### config.mk
export PLATFORM = sky130hd
export DESIGN_NAME = writeback_stage
export DESIGN_NICKNAME = d
export VERILOG_FILES = /design/src/rtl/writeback_stage.sv
export SDC_FILE = /design/constraint.sdc
export NUM_CORES = 1
export LEC_CHECK = 0
export CAP_MARGIN = 20
export CORE_MARGIN = 2
export CORE_UTILIZATION = 38
export DETAILED_ROUTE_END_ITERATION = 7
export PLACE_DENSITY = 0.78
export SLEW_MARGIN = 20
export SYNTH_ARGS = -nofsm -noshare
export SYNTH_HDL_FRONTEND = slang
export SYNTH_SLANG_ARGS = --single-unit
### constraint.sdc
create_clock -name clk -period 1.7 [get_ports clk]
set_input_delay 0.34 -clock clk [delete_from_list [all_inputs] [get_ports clk]]
set_output_delay 0.34 -clock clk [all_outputs]
set_load 0.05 [all_outputs]
### src/rtl/writeback_stage.sv
// writeback_stage -- final pipeline stage: selects the retiring result and
// drives the register-file write port.
//
// Non-load instructions retire in one cycle (ALU result or PC+4), allowing one
// retire per cycle. Loads park the stage until the data memory returns the
// word, which is then byte/half extracted and sign/zero extended.
//
// Ports
//   clk, reset_n                   clock, async active-low reset
//   in_valid / in_ready            handshake from the MEM stage
//   in_rd_we, in_rd_addr           destination register write enable / index
//   in_wb_sel                      00 ALU, 01 load, 10 PC+4, 11 treated as ALU
//   in_alu_result, in_pc_plus4     candidate results
//   in_ld_funct3, in_ld_byte_off   load type and address bits [1:0]
//   dmem_rvalid, dmem_rdata        load data return (one-cycle pulse)
//   rf_wr_en, rf_addr_rd, rf_data_rd  register-file write port (registered)
//   busy                           high while waiting for load data
//
// State      | meaning
// -----------+------------------------------------------------------------
// IDLE       | ready for an instruction; non-loads retire straight from here
// WAIT_LOAD  | load accepted, waiting for dmem_rvalid (no timeout)

module writeback_stage #(
    parameter int REG_ADDR_WIDTH = 5,
    parameter int REG_WIDTH      = 32
) (
    input  logic                      clk,
    input  logic                      reset_n,
    input  logic                      in_valid,
    output logic                      in_ready,
    input  logic                      in_rd_we,
    input  logic [REG_ADDR_WIDTH-1:0] in_rd_addr,
    input  logic [1:0]                in_wb_sel,
    input  logic [REG_WIDTH-1:0]      in_alu_result,
    input  logic [REG_WIDTH-1:0]      in_pc_plus4,
    input  logic [2:0]                in_ld_funct3,
    input  logic [1:0]                in_ld_byte_off,
    input  logic                      dmem_rvalid,
    input  logic [REG_WIDTH-1:0]      dmem_rdata,
    output logic                      rf_wr_en,
    output logic [REG_ADDR_WIDTH-1:0] rf_addr_rd,
    output logic [REG_WIDTH-1:0]      rf_data_rd,
    output logic                      busy
);

    typedef enum logic {
        IDLE      = 1'b0,
        WAIT_LOAD = 1'b1
    } state_t;

    state_t                      state_q, state_d;
    logic                        rd_we_q, rd_we_d;
    logic [REG_ADDR_WIDTH-1:0]   rd_addr_q, rd_addr_d;
    logic [2:0]                  funct3_q, funct3_d;
    logic [1:0]                  byte_off_q, byte_off_d;
    logic                        in_ready_q, in_ready_d;
    logic                        busy_q, busy_d;
    logic                        rf_wr_en_q, rf_wr_en_d;
    logic [REG_ADDR_WIDTH-1:0]   rf_addr_q, rf_addr_d;
    logic [REG_WIDTH-1:0]        rf_data_q, rf_data_d;

    logic                        accept;
    logic                        is_load;
    logic [7:0]                  ld_byte;
    logic [15:0]                 ld_half;
    logic [REG_WIDTH-1:0]        ld_data;

    // Handshake uses the registered ready, so nothing is accepted during
    // reset or in the first edge after it.
    assign accept  = in_valid & in_ready_q;
    assign is_load = (in_wb_sel == 2'b01);

    // Extraction works from the captured funct3/byte_off, since the MEM stage
    // has moved on by the time the data arrives. byte_off[0] is ignored for
    // halfwords.
    always_comb begin
        ld_byte = dmem_rdata[{byte_off_q, 3'b000} +: 8];
        ld_half = byte_off_q[1] ? dmem_rdata[31:16] : dmem_rdata[15:0];
        case (funct3_q)
            3'b000:  ld_data = {{(REG_WIDTH-8){ld_byte[7]}}, ld_byte};
            3'b001:  ld_data = {{(REG_WIDTH-16){ld_half[15]}}, ld_half};
            3'b100:  ld_data = {{(REG_WIDTH-8){1'b0}}, ld_byte};
            3'b101:  ld_data = {{(REG_WIDTH-16){1'b0}}, ld_half};
            default: ld_data = dmem_rdata;
        endcase
    end

    always_comb begin
        state_d    = state_q;
        rd_we_d    = rd_we_q;
        rd_addr_d  = rd_addr_q;
        funct3_d   = funct3_q;
        byte_off_d = byte_off_q;
        rf_wr_en_d = 1'b0;
        rf_addr_d  = rf_addr_q;
        rf_data_d  = rf_data_q;

        case (state_q)
            IDLE: begin
                // dmem_rvalid is deliberately not looked at here.
                if (accept) begin
                    rd_we_d    = in_rd_we;
                    rd_addr_d  = in_rd_addr;
                    funct3_d   = in_ld_funct3;
                    byte_off_d = in_ld_byte_off;
                    if (is_load) begin
                        state_d = WAIT_LOAD;
                    end else if (in_rd_we && (in_rd_addr != '0)) begin
                        rf_wr_en_d = 1'b1;
                        rf_addr_d  = in_rd_addr;
                        rf_data_d  = (in_wb_sel == 2'b10) ? in_pc_plus4 : in_alu_result;
                    end
                end
            end
            WAIT_LOAD: begin
                if (dmem_rvalid) begin
                    state_d = IDLE;
                    if (rd_we_q && (rd_addr_q != '0)) begin
                        rf_wr_en_d = 1'b1;
                        rf_addr_d  = rd_addr_q;
                        rf_data_d  = ld_data;
                    end
                end
            end
            default: state_d = IDLE;
        endcase

        in_ready_d = (state_d == IDLE);
        busy_d     = (state_d == WAIT_LOAD);
    end

    always_ff @(posedge clk or negedge reset_n) begin
        if (!reset_n) begin
            state_q    <= IDLE;
            rd_we_q    <= 1'b0;
            rd_addr_q  <= '0;
            funct3_q   <= '0;
            byte_off_q <= '0;
            in_ready_q <= 1'b0;
            busy_q     <= 1'b0;
            rf_wr_en_q <= 1'b0;
            rf_addr_q  <= '0;
            rf_data_q  <= '0;
        end else begin
            state_q    <= state_d;
            rd_we_q    <= rd_we_d;
            rd_addr_q  <= rd_addr_d;
            funct3_q   <= funct3_d;
            byte_off_q <= byte_off_d;
            in_ready_q <= in_ready_d;
            busy_q     <= busy_d;
            rf_wr_en_q <= rf_wr_en_d;
            rf_addr_q  <= rf_addr_d;
            rf_data_q  <= rf_data_d;
        end
    end

    assign in_ready   = in_ready_q;
    assign busy       = busy_q;
    assign rf_wr_en   = rf_wr_en_q;
    assign rf_addr_rd = rf_addr_q;
    assign rf_data_rd = rf_data_q;

endmodule
==> results.txt <==
----------------------------------------------------
[STA]
  Setup TNS ... -6.914 ns
  Final setup skew ... 0.01300 ns
  Tcrit/Tclk final ... 1.130
  Slew at the pin closest to its max-slew limit ... 0.4715 ns
  Max Clock Freq ... 520.8 MHz
  Final WS setup ... -0.2202 ns
  RSZ-0062 raised after global routing ... true
  Final min period ... 1.920 ns
  Final setup viols ... 38
  Number of failing hold endpoints at the final stage ... 0
  Total count of max-transition violations in the final report ... 0
  Remaining max-slew budget at the tightest pin ... 0.6850

[Clocking]
  Number of clock sinks ... 51
  Cell at the root of the clock tree ... clkbuf_8
  Clock buffer count from CTS ... 5
  CTS tree ... yes
  Source-to-sink clock delay at the later pin of the worst-skew pair ... 0.31 ns
  Largest buffer count on any clock path ... 2
  H-tree lvl count ... 2
  Clk pin slew, worst setup/hold paths ... 0.10 ns

[Critical path]
  CP startpoint kind ... register
  Critical-path cell list ... or4_4 > o2111ai_4 > o31ai_4 > buf_12 > mux2_4
  Cell with the biggest individual delay on the critical path ... or4_4
  Depth of the worst register-to-register path ... 5
  Worst Path Max Fanout ... 18
  Endpoint kind of the worst setup timing path ... register
  Worst path arrival time ... 2.11 ns
  Category of the critical setup timing path ... register to register
  Critical Path RT ... 1.89 ns
  Crit-path max cell delay ... 0.56 ns

[Layout]
  Fill cells ... 734
  Ratio of cells with drive above 1 in the final layout ... 0.3354
  Post-layout nets ... 595
  Growth of design area from synthesis to finish ... 59.95%
  N_diodes ... 0
  Multi-input logic area ... 2004 µm²
  Leading cell type in the layout, fill and taps excluded ... clkdlybuf4s50_1
  Total area of sequential cells ... 1277 µm²
  Commonest cells after routing, fill and taps aside ... clkdlybuf4s50_1 (108), buf_4 (78), dfrtp_1 (50)

[Placement]
  Final estimated routing congestion in global placement ... 0.8784
  Half-perimeter wire length after placement ... 8394 µm
  Post-place setup slack ... -0.5519 ns
  Count of port buffers added during placement ... 152

[Global routing]
  Antenna violations before repair ... 0
  All-Layer GR Usage ... 0.2130
  Via count of the first global-routing pass ... 3,306
  Wire length of the first global-routing pass ... 16,600 µm
  Largest net degree at the start of global routing ... 52
  Grt total ovfl ... 0

[Die]
  Io pins ... 153
  Floorplan die width ... 98.36 µm
  Vertical die dimension ... 98.36 µm
  Area enclosed by the die boundary ... 9674 µm²
  Core region area ... 8678 µm²
  Placement Rows ... 34
  Initial Utilization ... 0.3899

[Synth]
  Post-Synthesis Mean Instance Area ... 11.02 µm²
  Area of the mapped netlist ... 3383 µm²
  Number of nets in the synthesized netlist ... 420
  Number of unique standard cell types used by synthesis ... 40
  Count of synthesis-stage warnings from yosys ... 0
  Post-synth ARST share ... 1.000
  Primary FF master, synth ... dfrtp_1
  Sequential share of the synthesized area ... 0.3772
  Instance count of the mapped netlist ... 307
  Number of flops mapped to enable cells by yosys ... 0
  #FFs+latches synth ... 51

[Pwr]
  Leakage power summed over all cells ... 0.002453 µW
  Pwr dens ... 1243 nW/µm²
  Max IR drop VDD ... 0.9219 mV

[Detailed routing]
  Detailed router's first-iteration violation count ... 121
  Post-Route M1 WL ... 4359 µm
  Total length of routed met3 wires ... 717 µm
  Antenna viol nets, final ... 0
  DRC ... 0
  Ratio of routed vias to standard cells ... 5.337
  Amount of wire on met2 after detailed routing ... 5331 µm
  Wire per inst ... 17.80 µm
  Routed via count ... 3,154
  Top metal layer carrying routed signals ... met4
  Aggregate routed wire length ... 10,520 µm
  Router iterations before antenna repair ... 4

[Run status]
  Violations in the final reports ... negative setup slack
  Run status ... finished, violations left

[Min path]
  Worst hold-check path type ... input port to asynchronous set/reset pin

[Job]
  Max Cap Violations ... 0

----------------------------------------------------
[sequential cells by signal (all words and copies together) (netlist names)]
| name | count |
|---|---|
| busy | 1 |
| funct3_q | 3 |
| rf_data_rd | 32 |
| rd_we_q | 1 |
| rf_wr_en | 1 |
| byte_off_q | 2 |
| rf_addr_rd | 5 |
| in_ready | 1 |
| rd_addr_q | 5 |
[cells in the mapped netlist, types with 2 or more instances]
cell type | count | area share
nor3_1 | 7 | 0.010
and2_1 | 6 | 0.011
buf_2 | 9 | 0.013
nor2_1 | 5 | 0.0055
a22oi_1 | 16 | 0.036
nand2b_1 | 2 | 0.0037
a32o_1 | 7 | 0.021
buf_6 | 4 | 0.013
o31ai_1 | 8 | 0.018
inv_1 | 9 | 0.010
a211oi_1 | 7 | 0.016
and3b_1 | 7 | 0.018
a21oi_1 | 17 | 0.025
mux2_2 | 26 | 0.087
nand2_1 | 8 | 0.0089
mux2_4 | 21 | 0.093
o21ai_0 | 8 | 0.012
mux2i_1 | 40 | 0.12
nand3_1 | 2 | 0.0030
nor2b_1 | 8 | 0.015
clkbuf_1 | 14 | 0.016
o32ai_1 | 7 | 0.018
or4_1 | 2 | 0.0044
dfrtp_1 | 51 | 0.38
[timing repair]
action | in CTS | in global routing
buffers inserted | 0 | 0
hold buffers | 0 | 0
resized for setup | 5 | 3
endpoints found under the setup margin | 38 | 38
[worst paths after layout]
path / startpoint / end / slack [ns]
max reg2reg: rd_addr_q[0] / rf_data_rd[4] / -0.22
min reg2reg: rf_addr_rd[1] / rf_addr_rd[1] / 0.53
min: reset_n / rf_data_rd[20] / 0.003
min in group clk: rf_addr_rd[1] / rf_addr_rd[1] / 0.53
max in group asynchronous: reset_n / rf_data_rd[5] / 1.43
max: rd_addr_q[0] / rf_data_rd[4] / -0.22
[worst max-delay path: cells and delay by family (launching register included)]
| kind | cells | cell delay, ns |
|---|---|---|
| flops | 1 | 0.41 |
| mux | 1 | 0.30 |
| buf+inv | 1 | 0.18 |
| compound gates | 2 | 0.34 |
| simple gates | 1 | 0.56 |
[per-layer routing]
layer,vias to the layer above,GRT usage
li1,1508,-
met5,-,0
met4,0,0.04531
met1,1508,0.2755
met2,128,0.3731
met3,10,0.03865
[cell families (layout without fill, tap and decap cells)]
family / Yosys count / after routing / synth area share
buf+inv: 39 / 215 / 0.05880
compound gates: 78 / 78 / 0.1701
mux: 88 / 88 / 0.3047
flops: 51 / 51 / 0.3772
simple gates: 51 / 51 / 0.08913
[cell type report]
type	instances	area share
clock buffer	5	0.01272
clock inverter	3	0.008555
inverter	10	0.006936
tap	108	0.02497
timing repair buffer	197	0.3403
multi-input combinational	217	0.3704
sequential	51	0.2361
[metrics by stage]
step                      hold WS (ns)  total power [µW]  instance area [µm²]    util  std cells
after detailed placement        0.3582              5872                 5268  0.6070        583
final                         0.003133              6729                 5411  0.6236        591
after floorplan                0.04441              4485                 3463       -        307
after global placement          0.3508              5797                 5268  0.6070        583
after global routing           0.02416              7053                 5411  0.6236        591
after CTS                      0.01585              6773                 5391  0.6213        591
[power breakdown]
group          switching [µW]  internal [µW]
Clock                     426            444
Combinational            2300           1590
Sequential                309           1650
Total                    3040           3690
Note: power is estimated with default switching activity, not from simulation.
